$ cat config.mk
export PLATFORM = sky130hd
export DESIGN_NAME = foc_cmd_scheduler
export DESIGN_NICKNAME = d
export VERILOG_FILES = /design/src/rtl/foc_cmd_scheduler.sv
export SDC_FILE = /design/constraint.sdc
export NUM_CORES = 1
export LEC_CHECK = 0
export CORE_MARGIN = 5
export CORE_UTILIZATION = 52
export DETAILED_ROUTE_END_ITERATION = 10
export PLACE_DENSITY_LB_ADDON = 0.25
export SYNTH_ARGS = -nofsm -noshare
export SYNTH_HDL_FRONTEND = slang
export SYNTH_SLANG_ARGS = --single-unit
$ cat constraint.sdc
create_clock -name clk_sys -period 2.4 [get_ports clk_sys]
set_clock_uncertainty 0.15 [all_clocks]
set_input_delay 0.36 -clock clk_sys [delete_from_list [all_inputs] [get_ports clk_sys]]
set_output_delay 0.36 -clock clk_sys [all_outputs]
set_load 0.005 [all_outputs]
$ cat src/rtl/foc_cmd_scheduler.sv
// FOC command sequencer: decodes SPI opcodes, gathers 5-word bursts, commits gains/samples, launches the FOC core.
// Latency: last data pop -> foc_valid 1 cycle; pops only from non-empty FIFOs; every wait is bounded by TIMEOUT.
module foc_cmd_scheduler #(
  parameter int D_WIDTH = 16,
  parameter int TIMEOUT = 4096,
  parameter int CNT_W   = 13
) (
  input  logic                      clk_sys,
  input  logic                      rstb,
  input  logic                      empty_opcode,
  input  logic [7:0]                fifo_opcode,
  output logic                      rd_en_opcode,
  input  logic                      empty_data,
  input  logic [D_WIDTH-1:0]        fifo_data,
  output logic                      rd_en_data,
  output logic signed [D_WIDTH-1:0] kpd,
  output logic signed [D_WIDTH-1:0] kid,
  output logic signed [D_WIDTH-1:0] kpq,
  output logic signed [D_WIDTH-1:0] kiq,
  output logic [D_WIDTH-1:0]        period_top,
  output logic signed [D_WIDTH-1:0] curr_a,
  output logic signed [D_WIDTH-1:0] curr_b,
  output logic signed [D_WIDTH-1:0] curr_c,
  output logic signed [D_WIDTH-1:0] curr_t,
  output logic [D_WIDTH-1:0]        angle,
  output logic                      foc_valid,
  input  logic                      foc_ready,
  output logic                      host_ready,
  output logic [15:0]               sample_cnt,
  output logic [2:0]                err_flags
);

  typedef enum logic [2:0] {
    IDLE,
    CFG_COLLECT,
    CFG_COMMIT,
    SMP_COLLECT,
    SMP_ISSUE,
    SMP_BLANK,
    SMP_WAIT
  } state_t;

  state_t             state, state_nxt;
  logic [CNT_W-1:0]   tmo_cnt;
  logic [2:0]         word_idx;
  logic [D_WIDTH-1:0] stage [0:4];

  logic timed_out, last_word;
  logic cfg_load, smp_load, smp_done;
  logic host_hold, host_rel;
  logic set_bad, set_und, set_foc, clr_err;

  assign timed_out    = (tmo_cnt == CNT_W'(TIMEOUT - 1));
  assign last_word    = (word_idx == 3'd4);
  // Gated by rstb so no FIFO entry is lost while the block is held in reset.
  assign rd_en_opcode = rstb && (state == IDLE) && !empty_opcode;
  assign rd_en_data   = rstb && ((state == CFG_COLLECT) || (state == SMP_COLLECT)) && !empty_data;
  assign foc_valid    = (state == SMP_ISSUE);

  always_comb begin
    state_nxt = state;
    cfg_load  = 1'b0;
    smp_load  = 1'b0;
    smp_done  = 1'b0;
    host_hold = 1'b0;
    host_rel  = 1'b0;
    set_bad   = 1'b0;
    set_und   = 1'b0;
    set_foc   = 1'b0;
    clr_err   = 1'b0;
    case (state)
      IDLE: begin
        if (rd_en_opcode) begin
          case (fifo_opcode)
            8'h00: state_nxt = CFG_COLLECT;
            8'hFF: begin
              state_nxt = SMP_COLLECT;
              host_hold = 1'b1;
            end
            8'h01:   clr_err = 1'b1;
            default: set_bad = 1'b1;
          endcase
        end
      end
      CFG_COLLECT, SMP_COLLECT: begin
        if (rd_en_data) begin
          if (last_word) begin
            state_nxt = (state == CFG_COLLECT) ? CFG_COMMIT : SMP_ISSUE;
            smp_load  = (state == SMP_COLLECT);
          end
        end else if (timed_out) begin
          set_und   = 1'b1;
          host_rel  = 1'b1;
          state_nxt = IDLE;
        end
      end
      CFG_COMMIT: begin
        cfg_load  = 1'b1;
        state_nxt = IDLE;
      end
      SMP_ISSUE: begin
        if (foc_ready) begin
          state_nxt = SMP_BLANK;
        end else if (timed_out) begin
          set_foc   = 1'b1;
          host_rel  = 1'b1;
          state_nxt = IDLE;
        end
      end
      // The core needs one cycle to drop foc_ready after accepting a launch.
      SMP_BLANK: state_nxt = SMP_WAIT;
      SMP_WAIT: begin
        if (foc_ready) begin
          smp_done  = 1'b1;
          host_rel  = 1'b1;
          state_nxt = IDLE;
        end else if (timed_out) begin
          set_foc   = 1'b1;
          host_rel  = 1'b1;
          state_nxt = IDLE;
        end
      end
      default: state_nxt = IDLE;
    endcase
  end

  always_ff @(posedge clk_sys or negedge rstb) begin
    if (!rstb) begin
      state    <= IDLE;
      tmo_cnt  <= '0;
      word_idx <= '0;
      for (int i = 0; i < 5; i++) stage[i] <= '0;
    end else begin
      state <= state_nxt;
      // Timeout window restarts on each popped word and on every state change.
      if ((state_nxt != state) || rd_en_data)
        tmo_cnt <= '0;
      else if ((state != IDLE) && (state != CFG_COMMIT) && (state != SMP_BLANK))
        tmo_cnt <= tmo_cnt + CNT_W'(1);
      if (state_nxt != state)
        word_idx <= '0;
      else if (rd_en_data)
        word_idx <= word_idx + 3'd1;
      if (rd_en_data)
        stage[word_idx] <= fifo_data;
    end
  end

  always_ff @(posedge clk_sys or negedge rstb) begin
    if (!rstb) begin
      kpd        <= '0;
      kid        <= '0;
      kpq        <= '0;
      kiq        <= '0;
      period_top <= '0;
      curr_a     <= '0;
      curr_b     <= '0;
      curr_c     <= '0;
      curr_t     <= '0;
      angle      <= '0;
      host_ready <= 1'b1;
      sample_cnt <= '0;
      err_flags  <= '0;
    end else begin
      if (cfg_load) begin
        kpd        <= stage[0];
        kid        <= stage[1];
        kpq        <= stage[2];
        kiq        <= stage[3];
        period_top <= stage[4];
      end
      // The fifth sample word bypasses staging so foc_valid rises one cycle after its pop.
      if (smp_load) begin
        curr_a <= stage[0];
        curr_b <= stage[1];
        curr_c <= stage[2];
        curr_t <= stage[3];
        angle  <= fifo_data;
      end
      if (host_hold)
        host_ready <= 1'b0;
      else if (host_rel)
        host_ready <= 1'b1;
      if (smp_done)
        sample_cnt <= sample_cnt + 16'd1;
      err_flags <= (clr_err ? 3'b000 : err_flags) | {set_foc, set_und, set_bad};
    end
  end

endmodule

==> summary.md <==
| Metric | Value |
|---|---|
| Worst hold slack | 0.121 ns |
| Die Wd | 155 microns |
| Yosys cell types | 48 |
| Ys async rst share | 1.00 |
| CTS Sinks | 279 |
| Synth Net Count | 752 |
| Post-synthesis sequential area ratio | 0.635 |
| Element type at the critical path end | output pin |
| Drt first pass iters | 4 |
| Root buffer cell | clkbuf_16 |
| Hold depth | 4 |
| Final setup viols | 0 |
| Placement Rows | 53 |
| Critical Path Sink | rd_en_opcode |
| List of most frequent post-synthesis cells | 278 x dfrtp_1, 240 x mux2_2, 24 x buf_2, 19 x nor3_1 |
| Largest net degree at the start of global routing | 163 |
| Gpl congestion | approximately 0.85 |
| Remaining antenna violation count after routing | 0 |
| PortBufs | 211 |
| Max-Cap Viols | 0 |
| Detailed Route Iter0 Violations | 309 |
| Adder-cell share of the synthesized area | 0.00455 |
| Post-route DRC | 0 |
| CTS buffer count | 28 |
| Largest family of logic cells by synthesized area | multiplexers |
| Synth Instances | 719 |
| Commonest register cell after synthesis | dfrtp_1 |
| RSZ-0062 raised after global routing | false |
| Yosys top cell area share | 0.633 |
| Gr usage total | 0.215 |
| Nets | between 1k and 1.5k |
| Worst slew margin | 0.409 |
| Cell depth of the worst flop-to-flop path | 8 |
| Period utilization | 0.967 |
| Worst Path Arrival | 1.81 ns |
| P_leak | 6.89 nW |
| Compound-Gate Fraction of Synth Area | 0.0131 |
| Clk_lat worst skew | 0.52 ns |
| Core region area | about 0.021 sq mm |
| R2R setup slack | 0.09 ns |
| Syn Area/Cell | 15.3 sq um |
| Pins Over Slew Limit | 0 |
| CP required | ~1.9 ns |
| Post-Synthesis Cell Area | 0.0110 sq mm |
| Warnings, synthesis | 0 |
| Worst-Margin Slew | 0.887 ns |
| Total die area | 0.0242 sq mm |
| GRT overflow | 0 |
| Number of global-route vias before repair | 7,488 |
| Final hold vios | 0 |
| Post-Synth Simple-Gate Area | 0.0604 |
| Reg clk slew, reported paths | 0.06 ns |
| H-tree Lvls | 1 |
| Post-synth top area cell | dfrtp_1 |
| RR Startpoint | state[1] |
| Crit path from | state[1] |
| First-pass GRT wire length | 41,600 microns |
| Min Clock Period, post-route | 2.32 ns |
| Initial antenna violation count | 0 |
| Crit-path max FO | 2 |
| TritonCTS clock tree | done |
| Vias | 6,812 |
| Status | finished clean |
| Largest cells by area after synthesis | dfrtp_1 63%, mux2_2 25%, xnor2_1 1.3%, buf_2 1.1%, xor2_1 1.0% |
| Pwr Density | 697 mW/mm^2 |
| Final wirelength | 25,500 microns |
| FF-to-FF End | tmo_cnt[6] |
| Setup TNS | 0 ns |
| Chip Height | about 160 microns |
| IO Pins | 212 |
| EDFF count, synth | 0 |
| Post-synthesis mux area share | 0.248 |
| WL per Instance | ~20 microns |
| Startpoint types | flop |
| P&R area growth vs syn | 34.1% |
| ANT cells | 0 |
| Clk buf depth | 3 |
| Final Util | 0.706 |
| Layout cell share with drive strength beyond 1 | 0.348 |
| Crit path kind | flop to output pin |
| Starting density of the core | 0.526 |
| Dpl hpwl | between 15,000 and 20,000 microns |
| Hold Crit Class | input port to flop |
| Max IR drop VDD | ~0.00053 V |
| Fmax | ~430 MHz |
| Vias per cell | 5.38 |
| Total chip power | a little over 10 mW |
| Xor and xnor area share after synthesis | 0.0231 |
| Synthesized flop and latch total | 279 |
| Most common cell in the synthesized netlist | dfrtp_1 |
[worst max-delay path: stages, from the launching register on]
cell,delay (ns)
dfrtp_1,0.38
or4b_4,0.56
nor2_2,0.11
dlygate4sd2_1,0.24
[metrics by stage]
stage	area, sq um	std cells	setup WS [ns]
2_1_floorplan	11000	719	0.275
3_3_place_gp	13800	1216	-0.0182
3_5_place_dp	13800	1216	-0.0303
4_1_cts	14700	1267	0.0608
5_1_grt	14700	1267	0.00592
6_report	14700	1267	0.0794
[layout make-up]
class                           instances  area (sq um)
Clock inverter                          9          72.6
Fill cell                            1472          6140
Tap cell                              275           344
Timing Repair Buffer                  255          2640
Sequential cell                       279          6980
Multi-Input combinational cell        405          3860
Inverter                                5          18.8
Clock buffer                           39           823
[where the power goes]
part	total (mW)	internal, mW	switching (mW)
clock	4.20	2.48	1.72
sequential	5.36	5.08	0.276
combinational	0.718	0.404	0.314
total	10.3	7.97	2.31
[repair_timing]
action	4_1_cts	5_1_grt
endpoints found under the setup margin	3	3
gates resized for setup	6	1
setup buffers	2	0
cloned	0	0
hold buffers	1	0
endpoints found under the hold margin	224	0
pin swaps	1	0
[how the worst min path moves through the flow]
stage / startpoint / to / slack [ns]
3_5_place_dp: sample_cnt[15] / sample_cnt[15] / 0.33
4_1_cts: rstb / host_ready / 0.09
2_1_floorplan: rstb / angle[0] / -0.09
3_3_place_gp: sample_cnt[15] / sample_cnt[15] / 0.31
6_report: rstb / host_ready / 0.12
5_1_grt: rstb / err_flags[1] / 0.11
[metal layers]
| layer | GRT usage | up-vias | part of all wire |
|---|---|---|---|
| met5 | 0 | - | 0 |
| met2 | 0.348 | 201 | 0.48 |
| met1 | 0.287 | 3495 | 0.42 |
| met4 | 0.0509 | 0 | 0.024 |
| li1 | - | 3077 | - |
| met3 | 0.0682 | 39 | 0.082 |
[placed cells by master, fill, tap and decap left out, drive strengths merged, types with 3 or more instances in the layout]
master / count
or4: 3
buf: 44
o21ai: 7
clkdlybuf4s50: 207
dlygate4sd2: 3
clkbuf: 39
nor3: 21
mux2: 241
nor4: 9
a21oi: 4
ha: 4
inv: 5
nor2: 16
xor2: 13
dfrtp: 278
and3: 3
nand2: 15
nand3: 15
nand4: 12
clkinv: 7
xnor2: 16
[state kept, by name, summed over array words and instances, names as in the netlist]
register    cells
angle          16
curr_a         16
curr_b         16
curr_c         16
curr_t         16
err_flags       3
host_ready      1
kid            16
kiq            16
kpd            16
kpq            16
period_top     16
sample_cnt     16
stage          80
state           3
tmo_cnt        13
word_idx        3
[logic make-up (layout without fill, tap and decap cells)]
kind of cell    after synthesis  after routing
compound gates               21             21
xor+xnor                     29             29
fa+ha+maj                     4              4
buf+inv                      35            308
flops                       279            279
mux                         242            242
simple gates                109            109
Note: power is estimated with default switching activity, not from simulation.
